**src/rtl/imm_fetch_stage.sv**
```systemverilog
`default_nettype none
// ============================================================================
// Module   : imm_fetch_stage
// Purpose  : Registered decode stage feeding the MERC-16 immediate extenders.
//            Accepts 16-bit instruction words over valid/ready, classifies
//            them by opcode, extracts the 4/8/11-bit immediate field and
//            merges in upper bits from a preceding PREFIX instruction.
// Ports    :
//   Clock          in   rising-edge clock
//   Reset          in   asynchronous active-low reset
//   Flush          in   synchronous pipeline flush (drops entry and prefix)
//   InstrValid     in   upstream word valid
//   Instr[15:0]    in   instruction word, opcode in [15:12]
//   InstrReady     out  stage can accept a word this cycle
//   OutReady       in   downstream accepts the output entry this cycle
//   ImmValid       out  output register holds a valid entry
//   Opcode[3:0]    out  opcode of the output entry
//   ImmClass[1:0]  out  0 = 4-bit, 1 = 8-bit, 2 = 11-bit field
//   ImmRaw[15:0]   out  raw field, zero-filled above its MSB
//   Imm[15:0]      out  field with prefix bits merged in
//   Prefixed       out  output entry consumed a pending prefix
//   PrefixOverrun  out  sticky: PREFIX arrived while one was pending
// Revision : 1.0 - initial release
// ============================================================================
module imm_fetch_stage #(
  parameter logic [3:0] OPC_PREFIX     = 4'hF,
  parameter logic [3:0] OPC_8BIT_BASE  = 4'h8,
  parameter logic [3:0] OPC_11BIT_BASE = 4'hC
) (
  input  logic        Clock,
  input  logic        Reset,
  input  logic        Flush,
  input  logic        InstrValid,
  input  logic [15:0] Instr,
  output logic        InstrReady,
  input  logic        OutReady,
  output logic        ImmValid,
  output logic [3:0]  Opcode,
  output logic [1:0]  ImmClass,
  output logic [15:0] ImmRaw,
  output logic [15:0] Imm,
  output logic        Prefixed,
  output logic        PrefixOverrun
);

  typedef enum logic [0:0] {
    NO_PREFIX   = 1'b0,
    HAVE_PREFIX = 1'b1
  } pfx_state_t;

  localparam logic [1:0] C_CLASS_4  = 2'd0;
  localparam logic [1:0] C_CLASS_8  = 2'd1;
  localparam logic [1:0] C_CLASS_11 = 2'd2;

  pfx_state_t  state_q, state_d;
  logic [11:0] prefix_q, prefix_d;
  logic        valid_q, valid_d;
  logic [3:0]  opcode_q, opcode_d;
  logic [1:0]  class_q, class_d;
  logic [15:0] raw_q, raw_d;
  logic [15:0] imm_q, imm_d;
  logic        prefixed_q, prefixed_d;
  logic        overrun_q, overrun_d;

  logic        w_ready;
  logic        w_accept;
  logic        w_consume;
  logic        w_is_prefix;
  logic [3:0]  w_opc;
  logic [1:0]  w_class;
  logic [11:0] w_pfx;
  logic [15:0] w_raw;
  logic [15:0] w_imm;

  // Field decode of the incoming word; only registered values reach outputs.
  always_comb begin
    w_opc       = Instr[15:12];
    w_is_prefix = (w_opc == OPC_PREFIX);
    w_pfx       = (state_q == HAVE_PREFIX) ? prefix_q : 12'h000;

    if (w_opc >= OPC_11BIT_BASE) begin
      w_class = C_CLASS_11;
    end else if (w_opc >= OPC_8BIT_BASE) begin
      w_class = C_CLASS_8;
    end else begin
      w_class = C_CLASS_4;
    end

    case (w_class)
      C_CLASS_8: begin
        w_raw = {8'h00, Instr[7:0]};
        w_imm = {w_pfx[7:0], Instr[7:0]};
      end
      C_CLASS_11: begin
        // Instr[11] is not part of the 11-bit field.
        w_raw = {5'b00000, Instr[10:0]};
        w_imm = {w_pfx[4:0], Instr[10:0]};
      end
      default: begin
        w_raw = {12'h000, Instr[3:0]};
        w_imm = {w_pfx, Instr[3:0]};
      end
    endcase
  end

  // Flush gates ready so that it always wins over accept and consume.
  always_comb begin
    w_ready   = ~Flush & (~valid_q | OutReady);
    w_accept  = InstrValid & w_ready;
    w_consume = valid_q & OutReady;
  end

  always_comb begin
    state_d    = state_q;
    prefix_d   = prefix_q;
    valid_d    = valid_q;
    opcode_d   = opcode_q;
    class_d    = class_q;
    raw_d      = raw_q;
    imm_d      = imm_q;
    prefixed_d = prefixed_q;
    overrun_d  = overrun_q;

    if (Flush) begin
      valid_d  = 1'b0;
      state_d  = NO_PREFIX;
      prefix_d = 12'h000;
    end else if (w_accept && w_is_prefix) begin
      // A PREFIX produces no entry; the held entry only drains on consume.
      prefix_d = Instr[11:0];
      state_d  = HAVE_PREFIX;
      if (state_q == HAVE_PREFIX) begin
        overrun_d = 1'b1;
      end
      if (w_consume) begin
        valid_d = 1'b0;
      end
    end else if (w_accept) begin
      valid_d    = 1'b1;
      opcode_d   = w_opc;
      class_d    = w_class;
      raw_d      = w_raw;
      imm_d      = w_imm;
      prefixed_d = (state_q == HAVE_PREFIX);
      state_d    = NO_PREFIX;
    end else if (w_consume) begin
      valid_d = 1'b0;
    end
  end

  always_ff @(posedge Clock or negedge Reset) begin
    if (!Reset) begin
      state_q    <= NO_PREFIX;
      prefix_q   <= 12'h000;
      valid_q    <= 1'b0;
      opcode_q   <= 4'h0;
      class_q    <= 2'd0;
      raw_q      <= 16'h0000;
      imm_q      <= 16'h0000;
      prefixed_q <= 1'b0;
      overrun_q  <= 1'b0;
    end else begin
      state_q    <= state_d;
      prefix_q   <= prefix_d;
      valid_q    <= valid_d;
      opcode_q   <= opcode_d;
      class_q    <= class_d;
      raw_q      <= raw_d;
      imm_q      <= imm_d;
      prefixed_q <= prefixed_d;
      overrun_q  <= overrun_d;
    end
  end

  assign InstrReady    = w_ready;
  assign ImmValid      = valid_q;
  assign Opcode        = opcode_q;
  assign ImmClass      = class_q;
  assign ImmRaw        = raw_q;
  assign Imm           = imm_q;
  assign Prefixed      = prefixed_q;
  assign PrefixOverrun = overrun_q;

endmodule
`default_nettype wire

```
**config.mk**
```make
export PLATFORM = sky130hd
export DESIGN_NAME = imm_fetch_stage
export DESIGN_NICKNAME = d
export VERILOG_FILES = /design/src/rtl/imm_fetch_stage.sv
export SDC_FILE = /design/constraint.sdc
export NUM_CORES = 1
export LEC_CHECK = 0
export ABC_AREA = 1
export CORE_ASPECT_RATIO = 2
export CORE_UTILIZATION = 30
export DETAILED_ROUTE_END_ITERATION = 12
export GPL_ROUTABILITY_DRIVEN = 0
export PLACE_DENSITY_LB_ADDON = 0.25
export SKIP_LAST_GASP = 1
export SYNTH_ARGS = -nofsm -noshare
export SYNTH_HDL_FRONTEND = slang
export SYNTH_SLANG_ARGS = --single-unit
```
**constraint.sdc**
```tcl
create_clock -name Clock -period 1.1 [get_ports Clock]
set_clock_uncertainty 0.15 [all_clocks]
set_input_delay 0.33 -clock Clock [delete_from_list [all_inputs] [get_ports Clock]]
set_output_delay 0.33 -clock Clock [all_outputs]
set_load 0.01 [all_outputs]
```
==> results of run 1 <==
logic make-up (layout without fill, tap and decap cells):
| kind of cell | count (synthesis) | count (layout) |
|---|---|---|
| flops | 45 | 45 |
| other cells | 1 | 5 |
| simple gates | 177 | 177 |
| compound gates | 10 | 10 |
| buf+inv | 34 | 161 |
per-layer routing:
metal	track usage	part of all wire
met1	0.196	0.35
met2	0.344	0.56
met3	0.0435	0.035
met4	0.129	0.056
met5	0	0
layout make-up:
| type | instances | share of cell area |
|---|---|---|
| inverters | 13 | 0.0146 |
| well taps | 90 | 0.0298 |
| clock buffers | 7 | 0.0377 |
| repair buffers | 140 | 0.332 |
| flip-flops and latches | 45 | 0.298 |
| clock inverters | 1 | 0.00794 |
| multi-input cells | 192 | 0.280 |
power by group through the flow:
stage                     clock network [W]  logic, W  registers [W]
final                               0.00178   0.00116        0.00187
after global routing                0.00186   0.00125        0.00189
after CTS                           0.00180  0.000960        0.00186
after detailed placement                  0  0.000909        0.00190
after global placement                    0  0.000903        0.00190
after floorplan                           0  0.000309        0.00195
registers in the layout, summed over array words and instances, names as in the netlist:
register	cells
ImmClass	2
ImmValid	1
Opcode	4
ImmRaw	7
state_q	1
PrefixOverrun	1
prefix_q	12
Prefixed	1
Imm	16
critical path: cells and delay by family, from the launching register on:
kind | cells | cell delay [ns]
compound gates | 1 | 0.13
buf+inv | 2 | 0.24
flops | 1 | 0.42
what timing repair did:
action / in CTS / in global routing
gates cloned: 5 / 1
hold endpoints to repair: 45 / 0
endpoints found under the setup margin: 82 / 82
resized for setup: 185 / 57
pin swaps: 3 / 19
hold buffers: 1 / 0
setup buffers: 23 / 18
cell usage in the layout, fill, tap and decap left out, types with 4 or more instances in the layout:
master | synthesis | layout
buf_12 | 0 | 6
dfrtp_1 | 45 | 44
nand2_4 | 1 | 7
buf_4 | 11 | 56
dlygate4sd2_1 | 0 | 4
o21ai_0 | 5 | 4
conb_1 | 1 | 5
clkdlybuf4s50_1 | 0 | 13
inv_1 | 11 | 9
nand3_1 | 25 | 17
nand3_2 | 3 | 8
nand2_2 | 0 | 25
buf_2 | 4 | 34
nand2_1 | 138 | 106
clkbuf_16 | 0 | 6
buf_6 | 4 | 17
final timing paths:
check,start,cells after the start,slack [ns],to
min in group asynchronous,Reset,3,0.39,ImmRaw[6]
max in group asynchronous,Reset,3,0.17,ImmValid
max,ImmValid,3,-0.47,InstrReady
max reg2reg,ImmValid,7,-0.39,Opcode[2]
min reg2reg,ImmRaw[7],2,0.32,ImmRaw[7]
min,Instr[12],3,0.28,Opcode[0]
metrics by stage:
stage / util / setup WS (ns) / power, W / hold WS (ns)
3_5_place_dp: 0.440 / -0.926 / 0.00281 / 0.181
2_1_floorplan: - / -0.178 / 0.00226 / -0.116
3_3_place_gp: 0.440 / -0.918 / 0.00280 / 0.176
4_1_cts: 0.501 / -0.462 / 0.00462 / 0.263
5_1_grt: 0.545 / -0.519 / 0.00500 / 0.295
6_report: 0.545 / -0.473 / 0.00480 / 0.283
==> results.json, run 1 <==
{
  "arrival_ns": 1.09,
  "synth_mux_area_frac": 0,
  "dp_cells": 434,
  "fin_crit_ns": 1.57,
  "grt_pass1_vias": 2199,
  "synth.distinct_cells": 24,
  "crit_slowest_cell": "dfrtp_2",
  "layout-drive-gt1-share": 0.467,
  "fp.dieW_um": 61.9,
  "rsz0062_at_grt": "yes",
  "slew_violations": 0,
  "yosysWarnings": 0,
  "synth_compound_area_frac": 0.0279,
  "antenna_found_initial": 0,
  "path_class": "flip-flop to output port",
  "combPwrFrac": 0.241,
  "synth_top_cells_by_count": "138 x nand2_1, 45 x dfrtp_1, 25 x nand3_1, 11 x buf_4, 11 x inv_1",
  "crit_path_cell_trace": "buf_6 > a21oi_4 > buf_6",
  "numClockSinks": 45,
  "wire_per_inst_um": 14.0,
  "grt_pass1_wl_um": 10500,
  "ys_seq_area_frac": 0.523,
  "cts_max_level": 2,
  "clk_path_buf_depth": 2,
  "ios": 63,
  "multi_input_area_um2": 1060,
  "outcome": "finished, violations left",
  "layout.cells.non_filler": 488,
  "dpl.hpwl_um": 4220,
  "initial_core_util": 0.310,
  "final_hold_viol_count": 0,
  "nFillCells": 647,
  "post-route-worst-setup-slack_ns": -0.473,
  "ir_drop_mv": 0.822,
  "crit_required_ns": 0.62,
  "grt_max_degree": 46,
  "num_vias": 2206,
  "critPathMaxStageDelay_ns": 0.42,
  "synth_edf_count": 0,
  "ys_seq_elements": 45,
  "cts_tree": "yes",
  "path_clk_slew_ns": 0.06,
  "gr-total-overflow": 0,
  "synthSimpleGateAreaFrac": 0.353,
  "synthesis.area_um2": 2150,
  "yosysTopAreaCellShare": 0.523,
  "p_per_area_nw_per_um2": 1270,
  "start_kind": "flip-flop",
  "seq_power_share": 0.389,
  "die_y_um": 122,
  "crit_fanout": 2,
  "synth_top_family_by_area": "simple AND/OR/NAND/NOR gates",
  "power.share.switching": 0.262,
  "place.port_buffers": 57,
  "yosys.area_share.adder": 0,
  "vias_per_cell": 4.52,
  "cap_viol_max_count": 0,
  "syn_to_final_growth_pct": 75.6,
  "crit_path_end_kind": "output port",
  "clock-root-buffer": "clkbuf_16",
  "dieArea_um2": 7540,
  "ys_async_sr_fraction": 1.00,
  "setup_viol": 82,
  "nNetsFinal": 418,
  "switchingPower_w": 0.00126,
  "cpMostUsedCell": "buf_6",
  "placed_cell_area_um2": 3050,
  "p_clk_frac": 0.370,
  "postSynthCellCount": 267,
  "synth_most_common_cell": "nand2_1",
  "clock_latency_ns": 0.29,
  "cts_made_buffers": 5,
  "drtIter0Drc": 70,
  "diodes": 0,
  "final_area_um2": 3780,
  "ant_nets": 0,
  "drc_errors": 0,
  "avgSynthCellArea_um2": 8.06,
  "synthTopCellsByArea": "dfrtp_1 52%, nand2_1 24%, nand3_1 5.8%",
  "fin_tns_setup_ns": -24.13,
  "fin_crit_sh": 1.43,
  "routed_wl_um": 6840,
  "synthXorXnorAreaFrac": 0,
  "drt_pass1_iterations": 4,
  "grt.total_usage": 0.197,
  "yosysTopAreaCell": "dfrtp_1",
  "intPower_w": 0.00354,
  "fp-row-count": 43,
  "hp-class": "primary input to flip-flop",
  "synth_ff_type": "dfrtp_1",
  "power.leakage_nw": 2.07,
  "seq_area_um2": 1130,
  "violations": "setup timing",
  "clock.fmax_mhz": 636,
  "core_area_um2": 6940
}
Note: power is estimated with default switching activity, not from simulation.
==> run 2, diff against run 1 <==
--- a/config.mk
+++ b/config.mk
@@ -7,7 +7,8 @@
 export LEC_CHECK = 0
 export ABC_AREA = 1
 export CORE_ASPECT_RATIO = 2
-export CORE_UTILIZATION = 30
+export CORE_MARGIN = 5
+export CORE_UTILIZATION = 47
 export DETAILED_ROUTE_END_ITERATION = 12
 export GPL_ROUTABILITY_DRIVEN = 0
 export PLACE_DENSITY_LB_ADDON = 0.25
==> constraint.sdc (replaced) <==
create_clock -name Clock -period 1.65 [get_ports Clock]
set_clock_uncertainty 0.15 [all_clocks]
set_input_delay 0.495 -clock Clock [delete_from_list [all_inputs] [get_ports Clock]]
set_output_delay 0.495 -clock Clock [all_outputs]
set_load 0.01 [all_outputs]
==> run 2 against run 1 <==
  * The run still ends with setup timing left
  * Clock power down 58%
  * Core utilization up 14 points
  * Via count down 8.2%
  * Critical endpoint unchanged
  * Largest cell class is now registers
==> results.json, run 2 (synthesis results as in run 1) <==
{
  "syn_to_final_growth_pct": 44.3,
  "p_per_area_nw_per_um2": 822,
  "die_y_um": 106,
  "most-common-layout-cells": "137 x nand2_1, 45 x dfrtp_1, 27 x dlygate4sd2_1",
  "crit_path_end_kind": "output port",
  "cts_hold_buf": 0,
  "fp.dieW_um": 57.9,
  "numClockSinks": 45,
  "outcome": "finished, violations left",
  "grt_pass1_vias": 2053,
  "clock.fmax_mhz": 589,
  "start_kind": "primary input",
  "fin_util": 0.689,
  "dieArea_um2": 6120,
  "rsz0062_at_grt": "yes",
  "fp-row-count": 35,
  "ios": 63,
  "setup_viol": 1,
  "clock-root-buffer": "clkbuf_8",
  "drt_pass1_iterations": 5,
  "routed_wl_um": 5910,
  "gr-total-overflow": 0,
  "core_area_um2": 4510,
  "placed_cell_area_um2": 2820,
  "place.port_buffers": 57,
  "layout_commonest_cell": "nand2_1",
  "crit_fanout": 3,
  "vias_per_cell": 5.08,
  "fin_crit_sh": 1.03,
  "slew_violations": 0,
  "clock_latency_ns": 0.30,
  "final_area_um2": 3110,
  "antenna_found_initial": 0,
  "arrival_ns": 1.05,
  "power.leakage_nw": 1.77,
  "dpl.hpwl_um": 3940,
  "grt_pass1_wl_um": 9790,
  "grt.total_usage": 0.205,
  "nFillCells": 368,
  "diodes": 0,
  "violations": "setup timing",
  "path_class": "primary input to output port",
  "cts_max_level": 2,
  "hp-class": "primary input to async pin",
  "cts_tree": "yes",
  "rrSetupSlack_ns": 0.06,
  "nNetsFinal": 364,
  "initial_core_util": 0.477,
  "post-route-worst-setup-slack_ns": -0.0473,
  "largest_reg_flops": 16,
  "path_clk_slew_ns": 0.08,
  "drtIter0Drc": 80,
  "crit_required_ns": 1.00,
  "layout-drive-gt1-share": 0.157,
  "cap_viol_max_count": 0,
  "ant_nets": 0,
  "clk_path_buf_depth": 2,
  "grt_max_degree": 46,
  "ir_drop_mv": 0.678,
  "drc_errors": 0,
  "cts_made_buffers": 5,
  "num_vias": 2026,
  "fin_crit_ns": 1.70,
  "final_hold_viol_count": 0,
  "wire_per_inst_um": 14.8
}
-- run 2: power breakdown --
| part | switching (W) | internal [W] | leakage (nW) |
|---|---|---|---|
| registers | 0.0000572 | 0.00119 | 0.600 |
| clock network | 0.000365 | 0.000379 | 0.0542 |
| logic | 0.000278 | 0.000285 | 1.12 |
| total | 0.000699 | 0.00185 | 1.77 |
-- run 2: layout make-up --
cell class	instances	area, µm²	area share
clock buffers	7	96.3	0.0310
clock inverters	1	5.00	0.00161
inverters	13	51.3	0.0165
multi-input cells	193	887	0.286
flip-flops and latches	45	1130	0.362
well taps	55	68.8	0.0222
repair buffers	85	872	0.281
-- run 2: per-stage QoR --
stage	cells	hold slack (ns)	power (W)	worst slack (ns)	TNS, ns
final	399	0.00764	0.00255	-0.0473	-0.0473
after detailed placement	378	0.308	0.00182	-0.876	-33.40
after global routing	399	0.0284	0.00266	-0.0659	-0.0817
after floorplan	271	0.0494	0.00150	0.175	0
after CTS	393	0.0198	0.00252	-0.0316	-0.0411
after global placement	378	0.303	0.00181	-0.820	-30.88
-- run 2: timing repair --
item / CTS / global route
endpoints found under the hold margin: 0 / 0
buffers inserted: 4 / 6
gates resized for setup: 59 / 15
endpoints found under the setup margin: 82 / 59
pin swaps: 4 / 0
cloned: 3 / 0
-- run 2: worst paths after layout --
check / start / to / cells after the start
setup / recovery: Flush / InstrReady / 3
setup reg to reg: ImmValid / Opcode[2] / 7
hold / removal: Reset / Opcode[1] / 2
max in group asynchronous: Reset / prefix_q[5] / 2
min in group Clock: Opcode[0] / Opcode[0] / 2
hold reg to reg: Opcode[0] / Opcode[0] / 2
-- run 2: per-layer routing --
metal  vias to the layer above  GRT usage  routed length, µm
li1                        967          -                  -
met1                       967      0.228               2130
met2                        84      0.373               3290
met3                         8     0.0404                395
met4                         0     0.0697                 91
met5                         -          0                  0
-- run 2: critical path, cell delays in order --
cell           delay [ns]
dlygate4sd2_1        0.27
a21oi_2              0.14
buf_2                0.15
==> run 3, diff against run 2 <==
--- a/config.mk
+++ b/config.mk
@@ -7,8 +7,8 @@
 export LEC_CHECK = 0
 export ABC_AREA = 1
 export CORE_ASPECT_RATIO = 2
-export CORE_MARGIN = 5
-export CORE_UTILIZATION = 47
+export CORE_MARGIN = 2
+export CORE_UTILIZATION = 40
 export DETAILED_ROUTE_END_ITERATION = 12
 export GPL_ROUTABILITY_DRIVEN = 0
 export PLACE_DENSITY_LB_ADDON = 0.25
==> run 3 against run 2 <==
  * The run still ends with setup timing left
  * Sequential cell count unchanged
  * Non-clock buffer count up 7
  * Sequential power about the same
  * Wire length down 1.3%
  * Clock power down 9.0%
  * Global-route usage up 0.61 points
  * First-iteration DRC count down 19%
  * Critical path type is now flip-flop to output port
  * Critical endpoint unchanged
  * Largest cell class unchanged
==> results.json, run 3 (synthesis results as in run 1) <==
{
  "antenna_found_initial": 0,
  "grt_max_degree": 46,
  "fp.dieW_um": 55.9,
  "core_area_um2": 5180,
  "crit_fanout": 3,
  "clock.fmax_mhz": 572,
  "final_hold_viol_count": 0,
  "ios": 63,
  "p_per_area_nw_per_um2": 796,
  "cts_max_level": 2,
  "fin_crit_ns": 1.75,
  "layout-drive-gt1-share": 0.177,
  "vias_per_cell": 4.94,
  "crit_buf_inv": 2,
  "slew_violations": 0,
  "violations": "setup timing",
  "nNetsFinal": 371,
  "crit_slowest_cell": "dfrtp_1",
  "die_y_um": 108,
  "drtIter0Drc": 65,
  "cts_hold_buf": 0,
  "wire_per_inst_um": 14.2,
  "crit_required_ns": 1.00,
  "rr_startpoint": "ImmValid",
  "worst_r2r_path_depth": 7,
  "numClockSinks": 45,
  "grt_pass1_vias": 1983,
  "layout_commonest_cell": "nand2_1",
  "crit_path_cell_trace": "buf_6 > a21oi_4 > buf_2",
  "ant_nets": 0,
  "path_clk_slew_ns": 0.08,
  "gr-total-overflow": 0,
  "outcome": "finished, violations left",
  "fin_tns_setup_ns": -0.0985,
  "start_kind": "flip-flop",
  "most-common-layout-cells": "137 x nand2_1, 45 x dfrtp_1, 26 x buf_4",
  "rsz0062_at_grt": "yes",
  "routed_wl_um": 5830,
  "grt.total_usage": 0.211,
  "crit_path_end_kind": "output port",
  "syn_to_final_growth_pct": 45.3,
  "post-route-worst-setup-slack_ns": -0.0985,
  "clk_path_buf_depth": 2,
  "pre_cts_slack_ns": -0.876,
  "clock-root-buffer": "clkbuf_8",
  "largest_reg_flops": 16,
  "grt_pass1_wl_um": 9530,
  "rrSetupSlack_ns": 0.11,
  "fin_crit_sh": 1.06,
  "power.leakage_nw": 1.77,
  "place.port_buffers": 57,
  "arrival_ns": 1.10,
  "diodes": 0,
  "critPathMaxStageDelay_ns": 0.40,
  "dieArea_um2": 6020,
  "crit_family": "flip-flops",
  "dpl.hpwl_um": 4010,
  "cts_made_buffers": 5,
  "initial_core_util": 0.415,
  "hp-class": "primary input to async pin",
  "path_class": "flip-flop to output port",
  "drt_pass1_iterations": 7,
  "setup_viol": 1,
  "cts_tree": "yes",
  "r2r-end": "Opcode[1]",
  "fp-row-count": 37,
  "clock_latency_ns": 0.30,
  "drc_errors": 0,
  "cap_viol_max_count": 0,
  "num_vias": 2021,
  "ir_drop_mv": 0.807
}
==> run 3: worst reg2reg max path, stage by stage (launching register included) <==
cell and delay (ns):
dfrtp_1 0.40, buf_6 0.13, a21oi_4 0.12, buf_4 0.15, nand3_4 0.16, buf_12 0.20
nand2_1 0.06, nand2_1 0.05
==> run 3: through the flow <==
step / cell area, µm² / utilization / hold WS (ns) / cells / total power (W)
final: 3130 / 0.603 / 0.00572 / 409 / 0.00249
after global routing: 3130 / 0.603 / 0.0204 / 409 / 0.00261
after CTS: 3030 / 0.585 / 0.0154 / 402 / 0.00248
after detailed placement: 2830 / 0.546 / 0.307 / 384 / 0.00183
after global placement: 2830 / 0.546 / 0.303 / 384 / 0.00182
after floorplan: 2170 / - / 0.0494 / 271 / 0.00150
==> run 3: layout make-up <==
cell class	count	area [µm²]
well taps	58	72.6
clock buffers	5	68.8
clock inverters	3	17.5
fillers	483	2060
flip-flops and latches	45	1130
multi-input cells	193	890
repair buffers	92	900
inverters	13	53.8
==> run 3: metal layers <==
layer / wire [µm] / vias up / global-route usage
met2: 3300 / 72 / 0.390
met5: 0 / - / 0
met1: 2070 / 955 / 0.214
li1: - / 980 / -
met4: 216 / 0 / 0.122
met3: 247 / 14 / 0.0421
==> run 3: how the worst max path moves through the flow <==
stage | slack, ns | from | cells past startpoint | end
after floorplan | 0.18 | Instr[15] | 7 | prefix_q[1]
after global placement | -0.83 | OutReady | 7 | ImmRaw[7]
after detailed placement | -0.88 | OutReady | 7 | ImmRaw[7]
after CTS | -0.12 | ImmValid | 3 | InstrReady
after global routing | -0.14 | ImmValid | 3 | InstrReady
final | -0.1 | ImmValid | 3 | InstrReady
==> run 3: power by group <==
part	total [W]	switching [W]	internal [W]	leakage, nW
clock network	0.000676	0.000383	0.000292	0.0439
logic	0.000569	0.000284	0.000285	1.12
registers	0.00125	0.0000565	0.00119	0.600
total	0.00249	0.000724	0.00177	1.77
==> run 3: timing repair <==
item,in CTS,in global routing
resized for setup,61,20
cloned,3,0
endpoints found under the setup margin,82,52
pin swaps,5,1
setup buffers,7,9
